File: config.mk
export PLATFORM = sky130hd
export DESIGN_NAME = ir_prefetch_decoder
export DESIGN_NICKNAME = d
export VERILOG_FILES = /design/src/rtl/ir_prefetch_decoder.sv
export SDC_FILE = /design/constraint.sdc
export NUM_CORES = 1
export LEC_CHECK = 0
export CORE_ASPECT_RATIO = 1.2
export CORE_MARGIN = 8
export CORE_UTILIZATION = 50
export CTS_BUF_LIST = sky130_fd_sc_hd__clkbuf_16
export DETAILED_ROUTE_END_ITERATION = 8
export DONT_BUFFER_PORTS = 1
export PLACE_DENSITY = 0.65
export RECOVER_POWER = 50
export SYNTH_ARGS = -nofsm -noshare
export SYNTH_HDL_FRONTEND = slang
export SYNTH_SLANG_ARGS = --single-unit
File: constraint.sdc
create_clock -name CLK -period 2.4 [get_ports CLK]
set_input_delay 0.12 -clock CLK [delete_from_list [all_inputs] [get_ports CLK]]
set_output_delay 0.12 -clock CLK [all_outputs]
set_load 0.02 [all_outputs]
File: src/rtl/ir_prefetch_decoder.sv
`default_nettype none
// ============================================================================
//  Module      : ir_prefetch_decoder
//  Description : Instruction register / decoder with a small prefetch FIFO.
//                Instruction words are buffered in a DEPTH-entry FIFO. They
//                are assembled into one- or two-word instructions (opcode
//                word, then an optional operand word). One decoded
//                instruction at a time is presented to the controller over a
//                VALID/ACK handshake. A HALT instruction parks the decoder
//                in a sticky halted state that only RESUME leaves.
//  Revision    : 1.0 - initial release
// ----------------------------------------------------------------------------
//  Parameters
//    DATA_W  : instruction / operand word width (>= 8)
//    OPC_W   : opcode field width, taken from D[DATA_W-1 -: OPC_W]
//    DEPTH   : prefetch FIFO depth in words (power of two, >= 2)
//  Ports
//    CLK      in   clock, rising edge
//    RST      in   asynchronous active-high reset
//    D        in   instruction or operand word from memory
//    IIR      in   write strobe, pushes D into the FIFO
//    FULL     out  FIFO holds DEPTH words
//    OVF      out  sticky overflow: push attempted while full without a pop
//    VALID    out  a decoded instruction is presented
//    ACK      in   controller accepts the presented instruction
//    RESUME   in   leave the halted state
//    HALT..ILLEGAL out  one-hot decode
//    OPERAND  out  operand word of the last two-word instruction
//    SHAMT    out  low OPC_W bits of the last opcode word
// ============================================================================
module ir_prefetch_decoder #(
    parameter int DATA_W = 8,
    parameter int OPC_W  = 4,
    parameter int DEPTH  = 4
) (
    input  logic              CLK,
    input  logic              RST,
    input  logic [DATA_W-1:0] D,
    input  logic              IIR,
    output logic              FULL,
    output logic              OVF,
    output logic              VALID,
    input  logic              ACK,
    input  logic              RESUME,
    output logic              HALT,
    output logic              LD,
    output logic              ADD,
    output logic              SUB,
    output logic              AND,
    output logic              OR,
    output logic              XOR,
    output logic              SHL,
    output logic              ILLEGAL,
    output logic [DATA_W-1:0] OPERAND,
    output logic [OPC_W-1:0]  SHAMT
);

    // ------------------------------------------------------------------------
    // Constants
    // ------------------------------------------------------------------------
    localparam int c_aw = $clog2(DEPTH);

    localparam logic [c_aw-1:0] c_ptr_one  = (c_aw)'(1);
    localparam logic [c_aw:0]   c_cnt_one  = (c_aw+1)'(1);
    localparam logic [c_aw:0]   c_cnt_zero = '0;
    localparam logic [c_aw:0]   c_cnt_full = (c_aw+1)'(DEPTH);

    localparam logic [OPC_W-1:0] c_op_nop  = OPC_W'(0);
    localparam logic [OPC_W-1:0] c_op_ld   = OPC_W'(1);
    localparam logic [OPC_W-1:0] c_op_add  = OPC_W'(2);
    localparam logic [OPC_W-1:0] c_op_sub  = OPC_W'(3);
    localparam logic [OPC_W-1:0] c_op_and  = OPC_W'(4);
    localparam logic [OPC_W-1:0] c_op_or   = OPC_W'(5);
    localparam logic [OPC_W-1:0] c_op_xor  = OPC_W'(6);
    localparam logic [OPC_W-1:0] c_op_shl  = OPC_W'(7);
    localparam logic [OPC_W-1:0] c_op_halt = {OPC_W{1'b1}};

    // Bit positions inside the one-hot decode vector
    localparam int c_b_halt    = 8;
    localparam int c_b_ld      = 7;
    localparam int c_b_add     = 6;
    localparam int c_b_sub     = 5;
    localparam int c_b_and     = 4;
    localparam int c_b_or      = 3;
    localparam int c_b_xor     = 2;
    localparam int c_b_shl     = 1;
    localparam int c_b_illegal = 0;

    localparam logic [8:0] c_dec_none = '0;
    localparam logic [8:0] c_dec_halt = 9'b1_0000_0000;

    typedef enum logic [1:0] {
        S_OP    = 2'd0,
        S_ARG   = 2'd1,
        S_ISSUE = 2'd2,
        S_HALT  = 2'd3
    } state_t;

    // ------------------------------------------------------------------------
    // Opcode helpers
    // ------------------------------------------------------------------------
    // HALT is tested first so that it wins even for narrow opcode fields
    // where all-ones could alias a regular code.
    function automatic logic [8:0] decode_onehot(input logic [OPC_W-1:0] opc);
        logic [8:0] v;
        v = '0;
        if (opc == c_op_halt)     v[c_b_halt]    = 1'b1;
        else if (opc == c_op_ld)  v[c_b_ld]      = 1'b1;
        else if (opc == c_op_add) v[c_b_add]     = 1'b1;
        else if (opc == c_op_sub) v[c_b_sub]     = 1'b1;
        else if (opc == c_op_and) v[c_b_and]     = 1'b1;
        else if (opc == c_op_or)  v[c_b_or]      = 1'b1;
        else if (opc == c_op_xor) v[c_b_xor]     = 1'b1;
        else if (opc == c_op_shl) v[c_b_shl]     = 1'b1;
        else if (opc != c_op_nop) v[c_b_illegal] = 1'b1;
        return v;
    endfunction

    function automatic logic is_two_word(input logic [OPC_W-1:0] opc);
        return (opc != c_op_halt) && (opc >= c_op_ld) && (opc <= c_op_xor);
    endfunction

    // ------------------------------------------------------------------------
    // State
    // ------------------------------------------------------------------------
    logic [DATA_W-1:0] r_mem [DEPTH];
    logic [c_aw-1:0]   r_wr_ptr;
    logic [c_aw-1:0]   r_rd_ptr;
    logic [c_aw:0]     r_count;
    logic              r_ovf;

    state_t            r_state;
    logic              r_valid;
    logic [8:0]        r_dec;
    logic [OPC_W-1:0]  r_pend_opc;
    logic [DATA_W-1:0] r_operand;
    logic [OPC_W-1:0]  r_shamt;

    logic              w_empty;
    logic              w_full;
    logic              w_pop;
    logic              w_push;
    logic [DATA_W-1:0] w_head;
    logic [OPC_W-1:0]  w_head_opc;

    assign w_empty    = (r_count == c_cnt_zero);
    assign w_full     = (r_count == c_cnt_full);
    assign w_head     = r_mem[r_rd_ptr];
    assign w_head_opc = w_head[DATA_W-1 -: OPC_W];

    // Only the two fetch states consume words; issue and halt never pop.
    assign w_pop  = ((r_state == S_OP) || (r_state == S_ARG)) && !w_empty;
    // A pop on the same edge frees a slot, so a push while full is accepted.
    assign w_push = IIR && (!w_full || w_pop);

    // ------------------------------------------------------------------------
    // Prefetch FIFO
    // ------------------------------------------------------------------------
    // Storage is not reset: the pointers define which entries are live.
    always_ff @(posedge CLK) begin
        if (w_push) begin
            r_mem[r_wr_ptr] <= D;
        end
    end

    always_ff @(posedge CLK or posedge RST) begin
        if (RST) begin
            r_wr_ptr <= '0;
            r_rd_ptr <= '0;
            r_count  <= '0;
            r_ovf    <= 1'b0;
        end else begin
            if (w_push) begin
                r_wr_ptr <= r_wr_ptr + c_ptr_one;
            end
            if (w_pop) begin
                r_rd_ptr <= r_rd_ptr + c_ptr_one;
            end
            if (w_push && !w_pop) begin
                r_count <= r_count + c_cnt_one;
            end else if (!w_push && w_pop) begin
                r_count <= r_count - c_cnt_one;
            end
            if (IIR && w_full && !w_pop) begin
                r_ovf <= 1'b1;
            end
        end
    end

    // ------------------------------------------------------------------------
    // Assembly / issue FSM
    // ------------------------------------------------------------------------
    always_ff @(posedge CLK or posedge RST) begin
        if (RST) begin
            r_state    <= S_OP;
            r_valid    <= 1'b0;
            r_dec      <= '0;
            r_pend_opc <= '0;
            r_operand  <= '0;
            r_shamt    <= '0;
        end else begin
            case (r_state)
                S_OP: begin
                    if (!w_empty) begin
                        r_shamt    <= w_head[OPC_W-1:0];
                        r_pend_opc <= w_head_opc;
                        if (w_head_opc == c_op_nop) begin
                            // NOP is swallowed here and never issued.
                            r_state <= S_OP;
                        end else if (is_two_word(w_head_opc)) begin
                            r_state <= S_ARG;
                        end else begin
                            r_valid <= 1'b1;
                            r_dec   <= decode_onehot(w_head_opc);
                            r_state <= S_ISSUE;
                        end
                    end
                end

                S_ARG: begin
                    if (!w_empty) begin
                        r_operand <= w_head;
                        r_valid   <= 1'b1;
                        r_dec     <= decode_onehot(r_pend_opc);
                        r_state   <= S_ISSUE;
                    end
                end

                S_ISSUE: begin
                    if (ACK) begin
                        r_valid <= 1'b0;
                        if (r_dec[c_b_halt]) begin
                            // HALT stays asserted while parked.
                            r_dec   <= c_dec_halt;
                            r_state <= S_HALT;
                        end else begin
                            r_dec   <= c_dec_none;
                            r_state <= S_OP;
                        end
                    end
                end

                S_HALT: begin
                    if (RESUME) begin
                        r_dec   <= c_dec_none;
                        r_state <= S_OP;
                    end
                end

                default: begin
                    r_state <= S_OP;
                end
            endcase
        end
    end

    // ------------------------------------------------------------------------
    // Outputs
    // ------------------------------------------------------------------------
    assign FULL    = w_full;
    assign OVF     = r_ovf;
    assign VALID   = r_valid;
    assign HALT    = r_dec[c_b_halt];
    assign LD      = r_dec[c_b_ld];
    assign ADD     = r_dec[c_b_add];
    assign SUB     = r_dec[c_b_sub];
    assign AND     = r_dec[c_b_and];
    assign OR      = r_dec[c_b_or];
    assign XOR     = r_dec[c_b_xor];
    assign SHL     = r_dec[c_b_shl];
    assign ILLEGAL = r_dec[c_b_illegal];
    assign OPERAND = r_operand;
    assign SHAMT   = r_shamt;

endmodule
`default_nettype wire

==> run_results.csv, run 1 <==
group,metric,value,unit
clock_network,clkLatencyLatePin,330,ps
logic_synthesis,ys_async_sr_fraction,52.9,%
power_and_ir_drop,p_leak,1.37,nW
logic_synthesis,synth_cells,193,
logic_synthesis,synth_mux_area_share,16.7,%
global_route,grtUsageTotal,13.8,%
detailed_routing,drt-initial-drc-count,90,
logic_synthesis,syn-num-nets,212,
clock_network,cts_made_buffers,9,
timing,setup_violations,0,
logic_synthesis,synthTopCellsByArea,"edfxtp_1 32%, dfrtp_1 30%, mux2_2 8.7%",
layout,nets,235,
timing,worstMarginPinSlew,731,ps
worst_hold_path,hp-class,"in -> reg",
timing,rsz0062_at_grt,"no",
layout,drive_gt1_share,27.1,%
detailed_routing,drtAntennaViolNets,0,
floorplan,std_cell_rows,30,
detailed_routing,wl,5470,µm
global_route,grt_pass1_wl,9010,µm
clock_network,clkTransAtPathRegs,60,ps
setup_path,worstSetupEndpointType,"flop",
placement,port_buffers,0,
logic_synthesis,synthSimpleGateAreaFrac,7.88,%
timing,final.setup.tns,0,ps
logic_synthesis,synth-compound-area-share,6.03,%
layout,final_cell_mix,"36 x dfrtp_1, 32 x edfxtp_1, 23 x mux2_2",
setup_path,cp_max_fo,4,
floorplan,die-area,0.00867,mm²
power_and_ir_drop,peakVddDrop,1.06,mV
clock_network,cts-htree-levels,3,
timing,relSlewSlack,51.1,%
run,drv_cap,0,
floorplan,initial_core_util,52.0,%
detailed_routing,vias_per_cell,5.62,
global_route,grt-ovfl-total,0,
setup_path,critPathRequiredTime,2640,ps
setup_path,worst_path_max_delay_cell,"dfrtp_1",
setup_path,cp_common_cell,"xor2_1",
layout,n_antenna_cell,0,
logic_synthesis,synthXorXnorAreaFrac,1.77,%
timing,slew_violations,0,
global_route,antenna_found_initial,0,
floorplan,ios,37,
layout,area_delta_synth_final,18.0,%
clock_network,cts.sink_count,68,
timing,finalHoldViolCount,0,
timing,fin_crit,2120,ps
detailed_routing,routedWlPerCell,18.2,µm
detailed_routing,firstDrtPassIters,4,
power_and_ir_drop,total_power,5.13,mW
logic_synthesis,synth_top_area_share,32.4,%
detailed_routing,vias,1693,
logic_synthesis,synth_cell_types,52,
global_route,grt_max_degree,29,
logic_synthesis,syn_avg_cell_area,15.4,µm²
timing,clock.fmax,472,MHz
global_route,grt_pass1_vias,1797,
floorplan,core_area,0.00571,mm²
power_and_ir_drop,power_density,1460,mW/mm²
logic_synthesis,ys_seq_area_share,62.7,%
logic_synthesis,synth_top_family_by_area,"multiplexers",
timing,post-route-period-util,88.4,%
setup_path,worstSetupStartpointType,"flop",
floorplan,die_y,100,µm
setup_path,path_cells,"or3_1, nand2_1, ha_1, inv_1, fa_1, xor2_1, nor2_1, xor2_1",
status,status,"complete, no violations",
logic_synthesis,yosys.area.top_type,"edfxtp_1",
clock_network,root_buffer,"clkbuf_16",
logic_synthesis,syn-cell-area,0.00297,mm²
logic_synthesis,synth_edf_count,32,
logic_synthesis,ys.flop_type,"dfrtp_1",
logic_synthesis,synth-seq-cells,68,
logic_synthesis,synth_fa_ha_area_share,2.78,%
detailed_routing,remaining_drc_errors,0,
floorplan,die_x,86.3,µm
clock_network,tritoncts,"built",
timing,fin_worst_skew,6.62,ps
clock_network,clock_path_buffers,2,
placement,dpl.hpwl,3890,µm
layout,final_common_cell,"dfrtp_1",
logic_synthesis,synth_warnings,0,
placement,globalplace.congestion,0.807,
setup_path,cp_slowest_stage_delay,440,ps
setup_path,worstPathArrival,2360,ps
setup_path,path_class,"reg -> reg",
[critical path, delay by kind of cell, from the launching register on]
kind | cells | cell delay [ps]
adders and majority gates | 2 | 560
and+or+nand+nor | 3 | 670
DFF | 1 | 440
xor gates and xnor gates | 2 | 320
buffers and inverters | 1 | 60
[logic make-up (layout without fill, tap and decap cells)]
logic type / Yosys count / count (layout)
XOR/XNOR: 6 / 6
multiplexers: 35 / 35
buffers and inverters: 14 / 42
AND/OR/NAND/NOR: 42 / 42
adder cells (fa/ha/maj): 6 / 6
AO/OA/AOI/OAI: 22 / 22
flip-flops: 68 / 68
[per-layer routing]
metal	track usage (%)	share of wire (%)
met1	15.3	41
met5	0	0
met2	22.8	52
met3	5.07	5.6
met4	6.37	1.8
[timing repair]
action	in CTS	in global routing
resized for setup	0	0
hold buffers	10	0
setup buffers	0	0
endpoints found under the hold margin	41	0
[where the power goes]
part | switching (mW) | internal [mW] | total, mW | leakage (nW)
registers | 0.558 | 1.64 | 2.20 | 0.735
clock network | 0.507 | 0.817 | 1.32 | 0.143
logic | 0.815 | 0.797 | 1.61 | 0.496
total | 1.88 | 3.25 | 5.13 | 1.37
[flip-flops by register name, summed over array words and instances (netlist names)]
register / cells
OPERAND: 8
OVF: 1
SHAMT: 4
VALID: 1
r_count: 3
r_dec: 9
r_mem: 32
r_pend_opc: 4
r_rd_ptr: 2
r_state: 2
r_wr_ptr: 2
[cell usage after synthesis (2+ instances only)]
master / instances
dfrtp_1: 36
edfxtp_1: 32
mux2_2: 23
nand2_1: 11
inv_1: 8
nor2_1: 6
ha_1: 5
and2_1: 4
mux4_1: 4
mux4_2: 4
nand3_1: 4
xnor2_1: 4
a31oi_1: 3
a31o_2: 2
clkbuf_1: 2
mux2_1: 2
mux2i_1: 2
nor2b_1: 2
nor3b_1: 2
nor4b_1: 2
o22ai_1: 2
o41ai_1: 2
xor2_1: 2
[path summary, 6_finish.rpt]
kind,from,endpoint,slack [ps],depth (start not counted)
worst max-delay path,r_count[0],r_count[2],280,8
worst min-delay path,RESUME,r_state[0],10,3
worst max register to register,r_count[0],r_count[2],280,8
worst min register to register,r_count[2],r_count[2],500,1
max in group asynchronous,RST,OVF,1220,3
min in group asynchronous,RST,OPERAND[2],180,2
[metrics by stage]
stage | setup slack, ps | hold slack (ps) | instances | utilization [%] | cell area (µm²)
after floorplan | 228 | 219 | 193 | - | 2970
after global placement | 314 | -29.3 | 275 | 54.4 | 3100
after detailed placement | 280 | -19.8 | 275 | 54.4 | 3100
after CTS | 265 | 14.6 | 301 | 61.5 | 3510
after global routing | 157 | 25.1 | 301 | 61.4 | 3500
final | 279 | 15.0 | 301 | 61.4 | 3500
[area by class of cell]
cell class	count	area [µm²]
fill	443	2200
sequential	68	1860
multi-input combinational	111	1050
clock buffer	9	225
timing repair buffer	18	158
tap	80	100
clock inverter	7	80.1
inverter	8	30.0
(Power assumes the default switching activity.)
==> inputs of run 2 (changes only) <==
CORE_UTILIZATION = 62   (was 50)
PLACE_DENSITY = 0.78   (was 0.65)
==> run_results.csv, run 2 (synthesis gave the netlist of run 1 again) <==
group,metric,value,unit
status,status,"complete, no violations",
clock_network,root_buffer,"clkbuf_16",
floorplan,std_cell_rows,27,
power_and_ir_drop,p_sw,1.87,mW
timing,fin_worst_skew,4.70,ps
global_route,grt_pass1_wl,9270,µm
placement,port_buffers,0,
floorplan,initial_core_util,64.6,%
timing,fin_crit,2160,ps
detailed_routing,remaining_drc_errors,0,
detailed_routing,routedWlPerCell,19.9,µm
power_and_ir_drop,p_leak,1.36,nW
setup_path,worstSetupEndpointType,"flop",
clock_network,clock_path_buffers,2,
layout,final_core_util,75.3,%
layout,final_cell_mix,"36 x dfrtp_1, 32 x edfxtp_1, 23 x mux2_2",
layout,final_common_cell,"dfrtp_1",
detailed_routing,firstDrtPassIters,4,
setup_path,path_class,"reg -> reg",
run,drv_cap,0,
setup_path,path_cells,"buf_4, mux4_2, nand3_2, a21oi_4, mux2_2",
global_route,grtUsageTotal,16.6,%
setup_path,cp_max_fo,8,
setup_path,rrSetupSlack,240,ps
floorplan,ios,37,
layout,multi_input_area,0.00105,mm²
layout,top_register,"r_mem",
detailed_routing,vias,1708,
layout,stdcell_area,0.00346,mm²
layout,nFillCells,297,
clock_network,cts_made_buffers,9,
setup_path,worst_path_max_delay_cell,"dfrtp_1",
layout,n_antenna_cell,0,
placement,globalplace.congestion,0.810,
timing,relSlewSlack,48.9,%
clock_network,clkTransAtPathRegs,60,ps
setup_path,worstPathArrival,2370,ps
timing,rsz0062_at_grt,"no",
placement,place_area,0.00306,mm²
setup_path,crit_cells,5,
power_and_ir_drop,sw_frac_of_total,36.7,%
floorplan,die-area,0.00727,mm²
floorplan,die_y,91.8,µm
setup_path,reg2reg_depth,5,
setup_path,endpoint,"r_dec[3]",
clock_network,tritoncts,"built",
setup_path,worstSetupStartpointType,"flop",
global_route,grt_pass1_vias,1795,
power_and_ir_drop,clkPwrFrac,25.4,%
detailed_routing,vias_per_cell,6.17,
worst_hold_path,hp-class,"in -> reg",
power_and_ir_drop,total_power,5.09,mW
global_route,grt_max_degree,31,
clock_network,cts-htree-levels,3,
detailed_routing,wl,5500,µm
floorplan,die_x,79.2,µm
floorplan,core_area,0.00459,mm²
timing,slew_violations,0,
layout,drive_gt1_share,26.5,%
timing,final.setup.tns,0,ps
setup_path,critPathRequiredTime,2610,ps
setup_path,cp_slowest_stage_delay,470,ps
timing,finalHoldViolCount,0,
timing,post-route-period-util,89.9,%
detailed_routing,drtAntennaViolNets,0,
layout,area_delta_synth_final,16.5,%
global_route,antenna_found_initial,0,
layout,largest_reg_flops,32,
timing,worstMarginPinSlew,766,ps
global_route,grt-ovfl-total,0,
setup_path,startpoint,"r_rd_ptr[0]",
setup_path,path_buf_inv,1,
power_and_ir_drop,p_comb_share,31.2,%
clock_network,post_cts_resized,0,
setup_path,r2r-end,"r_dec[3]",
clock_network,clkLatencyLatePin,330,ps
timing,clock.fmax,464,MHz
layout,regArea,0.00186,mm²
power_and_ir_drop,seqPwrFrac,43.4,%
layout,nets,233,
power_and_ir_drop,peakVddDrop,0.768,mV
setup_path,critPathTopFamily,"multiplexers",
placement,dpl.hpwl,3740,µm
power_and_ir_drop,internal-power,3.22,mW
detailed_routing,drt-initial-drc-count,137,
power_and_ir_drop,power_density,1470,mW/mm²
setup_path,rr_startpoint,"r_rd_ptr[0]",
clock_network,cts.sink_count,68,
timing,setup_violations,0,
run 2: timing repair:
item | in CTS | in global routing
hold buffers | 10 | 0
endpoints found under the hold margin | 39 | 0
setup buffers | 0 | 0
run 2: worst min-delay path by stage:
stage          slack (ps)          end  depth (start not counted)    from
6_report               10        VALID                          2     ACK
4_1_cts                 7        VALID                          2     ACK
2_1_floorplan         220  r_mem[0][0]                          0    D[0]
3_5_place_dp          -50   OPERAND[3]                          1     RST
3_3_place_gp          -60   OPERAND[3]                          1     RST
5_1_grt                30   r_state[0]                          3  RESUME
run 2: metrics by stage:
stage,setup slack (ps),hold WS (ps),instances
global route,112,32.2,277
floorplan,228,219,193
detailed placement,254,-51.9,251
CTS,231,7.19,277
finish,243,14.4,277
global placement,326,-64.0,251
run 2: layout make-up:
| cell class | count | share of cell area (%) |
|---|---|---|
| sequential | 68 | 53.8 |
| multi-input combinational | 111 | 30.4 |
| clock buffer | 9 | 6.51 |
| timing repair buffer | 16 | 4.12 |
| clock inverter | 7 | 2.21 |
| tap | 58 | 2.10 |
| inverter | 8 | 0.868 |
run 2: layer usage:
layer  track usage [%]  routed length, µm
met5                 0                  0
met4              8.20                 98
met3              6.25                412
met2              25.6               2770
met1              20.0               2220
run 2: power by group through the flow:
stage / clock [mW] / combinational (mW) / sequential [mW]
finish: 1.30 / 1.59 / 2.21
global route: 1.36 / 1.73 / 2.28
CTS: 1.31 / 1.59 / 2.22
detailed placement: 0 / 1.55 / 2.24
global placement: 0 / 1.47 / 2.22
floorplan: 0 / 1.34 / 2.05
==> inputs of run 3 (changes only) <==
==> constraint.sdc (replaced) <==
create_clock -name CLK -period 2.4 [get_ports CLK]
set_input_delay 0.12 -clock CLK [delete_from_list [all_inputs] [get_ports CLK]]
set_output_delay 0.12 -clock CLK [all_outputs]
set_load 0.1 [all_outputs]
==> run_results.csv, run 3 (synthesis gave the netlist of run 1 again) <==
group,metric,value,unit
detailed_routing,wl,5730,µm
clock_network,clock_path_buffers,2,
detailed_routing,routedWlPerCell,20.5,µm
layout,stdcell_area,0.00353,mm²
timing,post-route-period-util,90.6,%
setup_path,reg2reg_depth,5,
placement,dpl.hpwl,3920,µm
floorplan,std_cell_rows,27,
clock_network,clkLatencyLatePin,330,ps
layout,largest_reg_flops,32,
status,status,"complete, no violations",
worst_hold_path,whs_path_depth,2,
clock_network,cts_made_buffers,9,
layout,nFillCells,286,
timing,fin_crit,2180,ps
layout,n_antenna_cell,0,
setup_path,worst_path_max_delay_cell,"dfrtp_1",
worst_hold_path,hp-class,"in -> reg",
layout,final_common_cell,"dfrtp_1",
floorplan,die-area,0.00727,mm²
global_route,antenna_found_initial,0,
detailed_routing,drt-initial-drc-count,147,
clock_network,cts_setup_buffers,0,
placement,place_area,0.00309,mm²
detailed_routing,firstDrtPassIters,4,
detailed_routing,remaining_drc_errors,0,
setup_path,path_buf_inv,1,
layout,nets,236,
floorplan,ios,37,
timing,setup_violations,0,
layout,final_cell_mix,"36 x dfrtp_1, 32 x edfxtp_1, 23 x mux2_2",
floorplan,die_x,79.2,µm
clock_network,root_buffer,"clkbuf_16",
timing,clock.fmax,460,MHz
timing,finalHoldViolCount,0,
placement,globalplace.congestion,0.833,
worst_hold_path,hold_start,"ACK",
clock_network,tritoncts,"built",
global_route,grt_max_degree,31,
floorplan,core_area,0.00459,mm²
run,drv_cap,0,
timing,worst_slack,225,ps
setup_path,crit_cells,5,
timing,rsz0062_at_grt,"no",
timing,slew_violations,0,
setup_path,cp_max_fo,8,
global_route,grtUsageTotal,16.9,%
setup_path,worstSetupStartpointType,"flop",
placement,place_ws,247,ps
global_route,grt_pass1_vias,1816,
timing,fin_worst_skew,8.99,ps
setup_path,critPathRequiredTime,2610,ps
floorplan,die_y,91.8,µm
setup_path,worstPathArrival,2390,ps
setup_path,rr_startpoint,"r_rd_ptr[0]",
setup_path,cp_slowest_stage_delay,490,ps
layout,top_register,"r_mem",
detailed_routing,drtAntennaViolNets,0,
detailed_routing,vias,1717,
timing,relSlewSlack,13.5,%
setup_path,path_cells,"buf_4, mux4_2, nand3_2, a221oi_1, mux2_2",
layout,area_delta_synth_final,18.8,%
global_route,grt-ovfl-total,0,
global_route,grt_pass1_wl,9260,µm
setup_path,critPathTopFamily,"multiplexers",
setup_path,path_class,"reg -> reg",
placement,port_buffers,0,
setup_path,worstSetupEndpointType,"flop",
detailed_routing,vias_per_cell,6.13,
clock_network,cts-htree-levels,3,
clock_network,cts.sink_count,68,
setup_path,startpoint,"r_rd_ptr[0]",
clock_network,clkTransAtPathRegs,60,ps
timing,hold_ws,24.3,ps
floorplan,initial_core_util,64.6,%
layout,drive_gt1_share,25.7,%
timing,worstMarginPinSlew,1300,ps
==> run 3: final timing paths <==
check	slack [ps]	endpoint
setup reg to reg	220	r_dec[8]
setup / recovery	220	r_dec[8]
min in group asynchronous	160	SHAMT[3]
hold / removal	20	VALID
max in group asynchronous	1220	OVF
hold reg to reg	490	r_count[2]
==> run 3: metal layers <==
layer	track usage, %	up-vias	part of all wire [%]
met5	0	-	0
met4	7.89	0	2.1
met3	6.84	16	7.2
met2	27.4	67	51
met1	19.0	855	40
li1	-	779	-
==> run 3: per-stage QoR <==
stage	util, %	cells	setup TNS (ps)
3_3_place_gp	67.3	254	0
4_1_cts	77.3	280	0
6_report	76.7	280	0
3_5_place_dp	67.3	254	0
2_1_floorplan	-	193	-293
5_1_grt	76.7	280	0
==> run 3: worst register-to-register path: stages (launching register included) <==
cell and delay [ps]:
dfrtp_1 490, buf_4 220, mux4_2 440, nand3_2 180
a221oi_1 360, mux2_2 370
==> run 3: final cells by class <==
class / instances / area [µm²] / area share [%]
multi-input cells: 111 / 1060 / 30.1
repair buffers: 19 / 143 / 4.05
flip-flops and latches: 68 / 1860 / 52.8
inverters: 8 / 30.0 / 0.852
clock buffers: 11 / 275 / 7.81
well taps: 58 / 72.6 / 2.06
clock inverters: 5 / 81.3 / 2.31
==> run 3: repair_timing <==
action	4_1_cts	5_1_grt
hold buffers	10	0
hold endpoints to repair	39	0
gates resized for setup	0	0
Power of run 3 is not shown: default switching activity piles up to over one toggle a cycle in this logic, so the estimate is an artifact.
